$ cat src/rtl/mem_wb_unit.sv
// Memory-access and write-back back end of the multi-cycle datapath.
// Accepts one execute result, performs an optional data-memory access and retires it.
module mem_wb_unit #(
  parameter int AW      = 10,
  parameter int TIMEOUT = 16
) (
  input  logic          clk,
  input  logic          rst,
  input  logic          ex_valid,
  output logic          ex_ready,
  input  logic [5:0]    op_i,
  input  logic [4:0]    rd_i,
  input  logic [31:0]   alu_i,
  input  logic [31:0]   addr_i,
  input  logic          br_taken_i,
  output logic          dmem_req,
  output logic          dmem_we,
  output logic [AW-1:0] dmem_addr,
  output logic [31:0]   dmem_wdata,
  input  logic          dmem_ack,
  input  logic [31:0]   dmem_rdata,
  output logic          reg_update,
  output logic [4:0]    reg_addr_o,
  output logic [31:0]   reg_o,
  output logic          pc_load,
  output logic [31:0]   pc_o,
  output logic          done,
  output logic          err
);

  localparam logic [1:0] S_IDLE = 2'd0;
  localparam logic [1:0] S_MEM  = 2'd1;
  localparam logic [1:0] S_WB   = 2'd2;

  localparam logic [5:0] OP_ALU_MAX = 6'b000101;
  localparam logic [5:0] OP_SW      = 6'b010000;
  localparam logic [5:0] OP_LW      = 6'b010001;
  localparam logic [5:0] OP_BEQ     = 6'b100000;
  localparam logic [5:0] OP_JMP     = 6'b100001;

  localparam logic [7:0] TMO_LAST = 8'(TIMEOUT - 1);

  logic [1:0]    r_state;
  logic [5:0]    r_op;
  logic [7:0]    r_timer;
  logic          r_req;
  logic          r_we;
  logic [AW-1:0] r_daddr;
  logic [31:0]   r_wdata;
  logic          r_reg_update;
  logic [4:0]    r_reg_addr;
  logic [31:0]   r_reg_data;
  logic          r_pc_load;
  logic [31:0]   r_pc;
  logic          r_done;
  logic          r_err;

  logic w_is_alu;
  logic w_is_ls;
  logic w_aligned;
  logic w_mem;
  logic w_misal;
  logic w_is_beq;
  logic w_is_jmp;
  logic w_tmo;

  assign w_is_alu  = (op_i <= OP_ALU_MAX);
  assign w_is_ls   = (op_i == OP_SW) || (op_i == OP_LW);
  assign w_aligned = (addr_i[1:0] == 2'b00);
  assign w_mem     = w_is_ls && w_aligned;
  assign w_misal   = w_is_ls && !w_aligned;
  assign w_is_beq  = (op_i == OP_BEQ);
  assign w_is_jmp  = (op_i == OP_JMP);
  assign w_tmo     = (r_timer == TMO_LAST);

  always_ff @(posedge clk) begin
    if (rst) begin
      r_state      <= S_IDLE;
      r_op         <= '0;
      r_timer      <= '0;
      r_req        <= 1'b0;
      r_we         <= 1'b0;
      r_daddr      <= '0;
      r_wdata      <= '0;
      r_reg_update <= 1'b0;
      r_reg_addr   <= '0;
      r_reg_data   <= '0;
      r_pc_load    <= 1'b0;
      r_pc         <= '0;
      r_done       <= 1'b0;
      r_err        <= 1'b0;
    end else begin
      // Strobes live only in the single WB cycle.
      r_done       <= 1'b0;
      r_reg_update <= 1'b0;
      r_pc_load    <= 1'b0;
      r_err        <= 1'b0;
      unique case (r_state)
        S_IDLE: begin
          if (ex_valid) begin
            r_op       <= op_i;
            r_reg_addr <= rd_i;
            r_state    <= S_WB;
            r_done     <= 1'b1;
            unique case (1'b1)
              w_is_alu: begin
                r_reg_update <= 1'b1;
                r_reg_data   <= alu_i;
              end
              w_mem: begin
                r_state <= S_MEM;
                r_done  <= 1'b0;
                r_req   <= 1'b1;
                r_we    <= (op_i == OP_SW);
                r_daddr <= addr_i[AW+1:2];
                r_wdata <= alu_i;
                r_timer <= '0;
              end
              w_misal: r_err <= 1'b1;
              w_is_beq: begin
                r_pc_load <= br_taken_i;
                r_pc      <= addr_i;
              end
              w_is_jmp: begin
                r_pc_load <= 1'b1;
                r_pc      <= addr_i;
              end
              default: ;
            endcase
          end
        end
        S_MEM: begin
          // An ack in the timeout cycle still completes normally.
          if (dmem_ack) begin
            r_req   <= 1'b0;
            r_we    <= 1'b0;
            r_state <= S_WB;
            r_done  <= 1'b1;
            if (r_op == OP_LW) begin
              r_reg_update <= 1'b1;
              r_reg_data   <= dmem_rdata;
            end
          end else if (w_tmo) begin
            r_req   <= 1'b0;
            r_we    <= 1'b0;
            r_state <= S_WB;
            r_done  <= 1'b1;
            r_err   <= 1'b1;
          end else begin
            r_timer <= r_timer + 8'd1;
          end
        end
        S_WB:    r_state <= S_IDLE;
        default: r_state <= S_IDLE;
      endcase
    end
  end

  assign ex_ready   = (r_state == S_IDLE);
  assign dmem_req   = r_req;
  assign dmem_we    = r_we;
  assign dmem_addr  = r_daddr;
  assign dmem_wdata = r_wdata;
  assign reg_update = r_reg_update;
  assign reg_addr_o = r_reg_addr;
  assign reg_o      = r_reg_data;
  assign pc_load    = r_pc_load;
  assign pc_o       = r_pc;
  assign done       = r_done;
  assign err        = r_err;

endmodule

$ cat config.mk
export PLATFORM = sky130hd
export DESIGN_NAME = mem_wb_unit
export DESIGN_NICKNAME = d
export VERILOG_FILES = /design/src/rtl/mem_wb_unit.sv
export SDC_FILE = /design/constraint.sdc
export NUM_CORES = 1
export LEC_CHECK = 0
export ABC_AREA = 1
export CAP_MARGIN = 20
export CORE_UTILIZATION = 47
export DETAILED_ROUTE_END_ITERATION = 6
export GPL_TIMING_DRIVEN = 0
export PLACE_DENSITY_LB_ADDON = 0.15
export SYNTH_ARGS = -nofsm -noshare
export SYNTH_HDL_FRONTEND = slang
export SYNTH_SLANG_ARGS = --single-unit
$ cat constraint.sdc
create_clock -name clk -period 2.2 [get_ports clk]
set_input_delay 0.22 -clock clk [delete_from_list [all_inputs] [get_ports clk]]
set_output_delay 0.22 -clock clk [all_outputs]
set_load 0.03 [all_outputs]
==> flow_summary.toml, run 1 <==
[outcome]
violations = "design-rule violations"
status = "finished with violations"

[synth]
synth-edff-count = 0
synth_ff_type = "dfxtp_1"
syn_area_sq_um = 5670
ys_seq_area_frac = 0.470
syn-instance-count = 805
avgSynthCellArea_sq_um = 7.04
ys_ff_latch = 133
netlist-cell-type-count = 29
async_flop_share = 0
synth_warnings = 0
synth_nets = 918

[detailed_routing]
drt-pass1-iter-count = 7
drt_wl_total_um = 18400
viasPerCell = 5.08
routedWlPerCell_um = 15.2
drtIter0Drc = 452
vias = 6144
drc = 17
ant_nets = 0

[setup_path]
crit_path_end_kind = "output port"
start_kind = "flip-flop"
crit_arrival_ps = 1640
timing.rr.start = "r_state[1]$_SDFFE_PP0P_"
slowest_delay_ps = 710
worstRegToRegCells = 8
reg2reg_slack_ps = 560
reg2reg_to = "reg_o[4]$_SDFFE_PP0P_"
crit_fanout = 4
worstSetupPathType = "reg -> out"
worstPathCellList = "nor2_4 > clkdlybuf4s50_1"
worst-endpoint-required_ps = 1980
slowest_stage = "clkdlybuf4s50_1"

[global_routing]
grt.total_usage = 0.307
grt_use_met2 = 0.520
grt_pass1_wl_um = 30000
grt_busiest_layer = "met2"
use_met3 = 0.0985
use_met1 = 0.351
grt_max_degree = 17
grt_pass1_vias = 6183
overflow = 0
antenna_found_initial = 0

[timing]
final_max_slew_viol_count = 0
slew_headroom = 0.548
whs_ps = 389
tightest_slew_ps = 678
fin_tns_setup_ps = 0
finalSetupViolations = 0
fmax_mhz = 538
finalCritPeriodShare = 0.844
fin_crit_ps = 1860
rsz0062_at_grt = "false"
skew_ps = 7.70
finalHoldViolCount = 0

[cells_and_area]
postLayoutCoreUtil = 0.754
finalNetCount = 1166
drive_gt1_frac = 0.0704
antenna_cells = 0
synthToLayoutAreaGrowth_pct = 53.8
fin_cells = 1209

[clock_tree]
cts.path.max_buffers = 2
cts_tree = "built"
cts_buffers = 17
clkTransAtPathRegs_ps = 50
clock_latency_ps = 420
numClockSinks = 133
cts-root-buf = "clkbuf_16"
postCtsResizedCells = 0
htreeDepth = 4
hold_buffers = 0
post_cts_buffers = 0

[placement]
place_hpwl_um = 13300
port_buffers = 229
numPlacedInstances = 1177
gp_congestion = 0.837

[floorplanning]
die_w_um = 112
die_area_sq_um = 12500
core_area_sq_um = 11600
rows = 39
io_pins = 230
start_util = 0.490
die_y_um = 112

[hold_path]
hold_depth = 3
min_from = "addr_i[21]"
hold_path_end = "pc_o[21]$_SDFFE_PP0P_"
hp-class = "in -> reg"

[flow_run]
drv_cap = 0

[power_and_ir_drop]
vdd_drop_max_v = 0.000542
power.density_nw_per_um2 = 677
leakagePower_uw = 0.00365
sequential cells by signal, indices dropped and copies added (netlist names):
register	flops
reg_update	1
done	1
dmem_we	1
r_op	6
pc_load	1
dmem_wdata	32
r_timer	8
dmem_addr	10
dmem_req	1
err	1
reg_addr_o	5
reg_o	32
pc_o	32
r_state	2
critical path, delay by kind of cell (launching register included):
family	cells	cell delay [ps]
buf+inv	1	710
flops	1	330
simple gates	1	180
per-layer routing:
metal  wire (um)  part of all wire
met4         549             0.030
met2        8620              0.47
met3        1650             0.090
met1        7570              0.41
met5           0                 0
cells in the mapped netlist (2+ instances only):
| cell | number | area share |
|---|---|---|
| buf_6 | 6 | 0.012 |
| a211oi_1 | 3 | 0.0040 |
| nor3_1 | 3 | 0.0026 |
| xor2_1 | 2 | 0.0031 |
| nand2_1 | 189 | 0.13 |
| nand4_1 | 2 | 0.0022 |
| inv_2 | 3 | 0.0020 |
| nor2_2 | 2 | 0.0022 |
| o21bai_1 | 2 | 0.0026 |
| buf_4 | 3 | 0.0040 |
| nor2_1 | 133 | 0.088 |
| inv_1 | 43 | 0.028 |
| buf_2 | 26 | 0.023 |
| nand3_1 | 83 | 0.073 |
| nor2_4 | 2 | 0.0040 |
| a21oi_1 | 87 | 0.077 |
| nand2_4 | 2 | 0.0040 |
| o21ai_0 | 45 | 0.040 |
| dfxtp_1 | 133 | 0.47 |
| o21ai_1 | 5 | 0.0044 |
| clkbuf_1 | 23 | 0.015 |
kinds of logic (layout without fill, tap and decap cells):
| kind of cell | after synthesis | in the layout | synth area share |
|---|---|---|---|
| and+or+nand+nor | 421 | 421 | 0.310 |
| AOI/OAI and AO/OA | 143 | 143 | 0.130 |
| DFF | 133 | 133 | 0.470 |
| buffers and inverters | 105 | 366 | 0.0856 |
| xor gates and xnor gates | 2 | 2 | 0.00309 |
| adders and majority gates | 1 | 1 | 0.00221 |
report_power, final:
| group | switching (uW) | internal (uW) | total [uW] |
|---|---|---|---|
| clock network | 998 | 1770 | 2760 |
| logic | 332 | 318 | 650 |
| registers | 25.4 | 2460 | 2490 |
| total | 1360 | 4540 | 5900 |
how the worst max path moves through the flow:
| stage | from | end | slack, ps | cells past startpoint |
|---|---|---|---|---|
| after floorplan | r_state[1]$_SDFFE_PP0P_ | reg_o[6]$_SDFFE_PP0P_ | 710 | 8 |
| after global placement | op_i[3] | dmem_wdata[4]$_SDFFE_PP0P_ | 190 | 8 |
| after detailed placement | addr_i[0] | dmem_wdata[3]$_SDFFE_PP0P_ | 170 | 8 |
| after CTS | r_state[1]$_SDFFE_PP0P_ | ex_ready | 340 | 2 |
| after global routing | r_state[1]$_SDFFE_PP0P_ | ex_ready | 320 | 2 |
| final | r_state[1]$_SDFFE_PP0P_ | ex_ready | 340 | 2 |
cell type report:
class | instances | area [sq um]
inverters | 47 | 179
fillers | 950 | 2850
well taps | 143 | 179
clock buffers | 30 | 544
multi-input cells | 567 | 2520
clock inverters | 2 | 35.0
plain buffers | 58 | 307
repair buffers | 229 | 2290
flip-flops and latches | 133 | 2660
cells in the final DEF (no fill, tap or decap), types with 26 or more instances in the layout:
cell	netlist	layout
clkdlybuf4s50_1	0	229
nand2_1	189	189
nor2_1	133	133
dfxtp_1	133	133
a21oi_1	87	87
nand3_1	83	83
o21ai_0	45	45
inv_1	43	43
clkbuf_1	23	29
buf_2	26	26
metrics by stage:
stage	cell area (sq um)	setup WS, ps	total power, uW
6_report	8720	343	5900
5_1_grt	8720	318	6090
4_1_cts	8720	339	5920
3_5_place_dp	8140	166	3180
3_3_place_gp	8140	194	3170
2_1_floorplan	5670	714	2810
No activity file was read; power rests on OpenSTA's default activity.
==> run 2, diff against run 1 <==
--- a/config.mk
+++ b/config.mk
@@ -7,7 +7,7 @@
 export LEC_CHECK = 0
 export ABC_AREA = 1
 export CAP_MARGIN = 20
-export CORE_UTILIZATION = 47
+export CORE_UTILIZATION = 39
 export DETAILED_ROUTE_END_ITERATION = 6
 export GPL_TIMING_DRIVEN = 0
 export PLACE_DENSITY_LB_ADDON = 0.15
==> constraint.sdc (replaced) <==
create_clock -name clk -period 1.6 [get_ports clk]
set_input_delay 0.16 -clock clk [delete_from_list [all_inputs] [get_ports clk]]
set_output_delay 0.16 -clock clk [all_outputs]
set_load 0.03 [all_outputs]
==> run 2 against run 1 <==
  * The run now ends clean
  * Cell count is 3.3% higher
  * Clock power is 39% higher
  * Flip-flop and latch count stayed put
  * Highest routed layer unchanged
  * Largest cell class is now buffers
  * Register-to-register slack worse by 480 ps
  * Count of clock-buffer cells in the layout is 2 lower
  * Clock skew is 1.7 ps lower
==> flow_summary.toml, run 2 (synthesis results as in run 1) <==
[timing]
skew_ps = 6.03
tightest_slew_ps = 603
fmax_mhz = 637
finalSetupViolations = 0
rsz0062_at_grt = "true"
final_max_slew_viol_count = 0
slew_headroom = 0.598
finalHoldViolCount = 0
fin_crit_ps = 1570
finalCritPeriodShare = 0.982

[setup_path]
worstRegToRegCells = 9
timing.rr.start = "r_state[1]$_SDFFE_PP0P_"
path_delay_family = "buffers and inverters"
slowest_delay_ps = 670
reg2reg_slack_ps = 80
reg2reg_to = "reg_o[23]$_SDFFE_PP0P_"
crit_fanout = 2
crit_arrival_ps = 1410
worstSetupPathType = "reg -> out"
crit_buf_inv = 1
worstPathCellList = "clkdlybuf4s50_1"
crit_path_end_kind = "output port"
start_kind = "flip-flop"
worst-endpoint-required_ps = 1440
slowest_stage = "clkdlybuf4s50_1"

[global_routing]
grt_pass1_wl_um = 27700
overflow = 0
grt.total_usage = 0.241
antenna_found_initial = 0
grt_pass1_vias = 5610
grt_max_degree = 17

[clock_tree]
clkTransAtPathRegs_ps = 50
cts-root-buf = "clkbuf_16"
numClockSinks = 133
cts_buffers = 17
htreeDepth = 4
cts.path.max_buffers = 2
clock_latency_ps = 420
cts_tree = "built"

[power_and_ir_drop]
leakagePower_uw = 0.00509
vdd_drop_max_v = 0.000592
power.density_nw_per_um2 = 907

[outcome]
status = "finished clean"

[detailed_routing]
routed.top_layer = "met4"
viasPerCell = 4.84
met3_length_um = 1540
drt_wl_total_um = 18000
met1_length_um = 7510
drc = 0
wl_met2_um = 8600
routedWlPerCell_um = 14.4
drt-pass1-iter-count = 5
ant_nets = 0
vias = 6045
drtIter0Drc = 307

[cells_and_area]
n_fill_cell = 1324
layout_commonest_cell = "nand2_1"
mostFrequentLayoutCells = "nand2_1, nor2_1, dfxtp_1, clkdlybuf4s50_1, a21oi_1"
antenna_cells = 0
synthToLayoutAreaGrowth_pct = 58.5
finish.instance_area_sq_um = 8980
postLayoutCoreUtil = 0.640
finalNetCount = 1170
drive_gt1_frac = 0.0889

[flow_run]
drv_cap = 0

[floorplanning]
die_w_um = 123
start_util = 0.404
core_area_sq_um = 14000
rows = 43
die_y_um = 123
io_pins = 230
die_area_sq_um = 15000

[hold_path]
hold_path_end = "pc_o[15]$_SDFFE_PP0P_"
min_from = "addr_i[15]"
hold_depth = 3
hp-class = "in -> reg"

[placement]
port_buffers = 229
place_hpwl_um = 13100
gp_congestion = 0.805
place_area_sq_um = 8190
[run 2: timing repair]
item,in CTS,in global routing
gates cloned,0,0
endpoints found under the setup margin,55,182
gates resized for setup,50,105
buffers inserted,0,5
hold buffers,0,0
pin swaps,0,4
[run 2: through the flow]
step | hold WS [ps] | instances | power (uW) | TNS (ps) | setup slack, ps
2_1_floorplan | 295 | 805 | 3870 | 0 | 114
3_3_place_gp | 448 | 1214 | 4370 | -33680 | -359
3_5_place_dp | 453 | 1214 | 4370 | -35400 | -375
4_1_cts | 319 | 1245 | 8190 | 0 | 0.643
5_1_grt | 323 | 1249 | 8410 | -32.2 | -20.6
6_report | 328 | 1249 | 8150 | 0 | 29.6
[run 2: metal layers]
metal,track usage,up-vias
li1,-,3086
met3,0.0771,27
met2,0.412,218
met5,0,-
met1,0.279,2714
met4,0.0899,0
[run 2: cell type report]
| class | count | area [sq um] | area share |
|---|---|---|---|
| Buffer | 57 | 350 | 0.0390 |
| Sequential cell | 133 | 2660 | 0.296 |
| Clock buffer | 28 | 517 | 0.0575 |
| Clock inverter | 3 | 65.1 | 0.00724 |
| Tap cell | 180 | 225 | 0.0251 |
| Multi-Input combinational cell | 567 | 2550 | 0.284 |
| Inverter | 47 | 181 | 0.0202 |
| Timing Repair Buffer | 234 | 2430 | 0.270 |
[run 2: tightest hold or removal path, delay by kind of cell]
kind | cells | cell delay, ps
AND/OR/NAND/NOR | 2 | 150
buffers and inverters | 1 | 390
[run 2: worst max-delay path by stage]
stage / start / to / slack (ps) / cells past startpoint
6_report: dmem_wdata[18]$_SDFFE_PP0P_ / dmem_wdata[18] / 30 / 1
5_1_grt: r_state[0]$_SDFFE_PP0P_ / pc_o[11]$_SDFFE_PP0P_ / -20 / 7
4_1_cts: reg_addr_o[4]$_SDFFE_PP0P_ / reg_addr_o[4] / 0.6 / 1
3_5_place_dp: rst / dmem_we$_SDFFE_PP0P_ / -370 / 6
3_3_place_gp: rst / pc_o[1]$_SDFFE_PP0P_ / -360 / 6
2_1_floorplan: r_state[1]$_SDFFE_PP0P_ / reg_o[6]$_SDFFE_PP0P_ / 110 / 8
[run 2: where the power goes]
part	switching, uW	internal [uW]	total, uW	leakage, uW
clock network	1350	2490	3850	0.000285
logic	456	432	887	0.00373
registers	32.6	3380	3420	0.00108
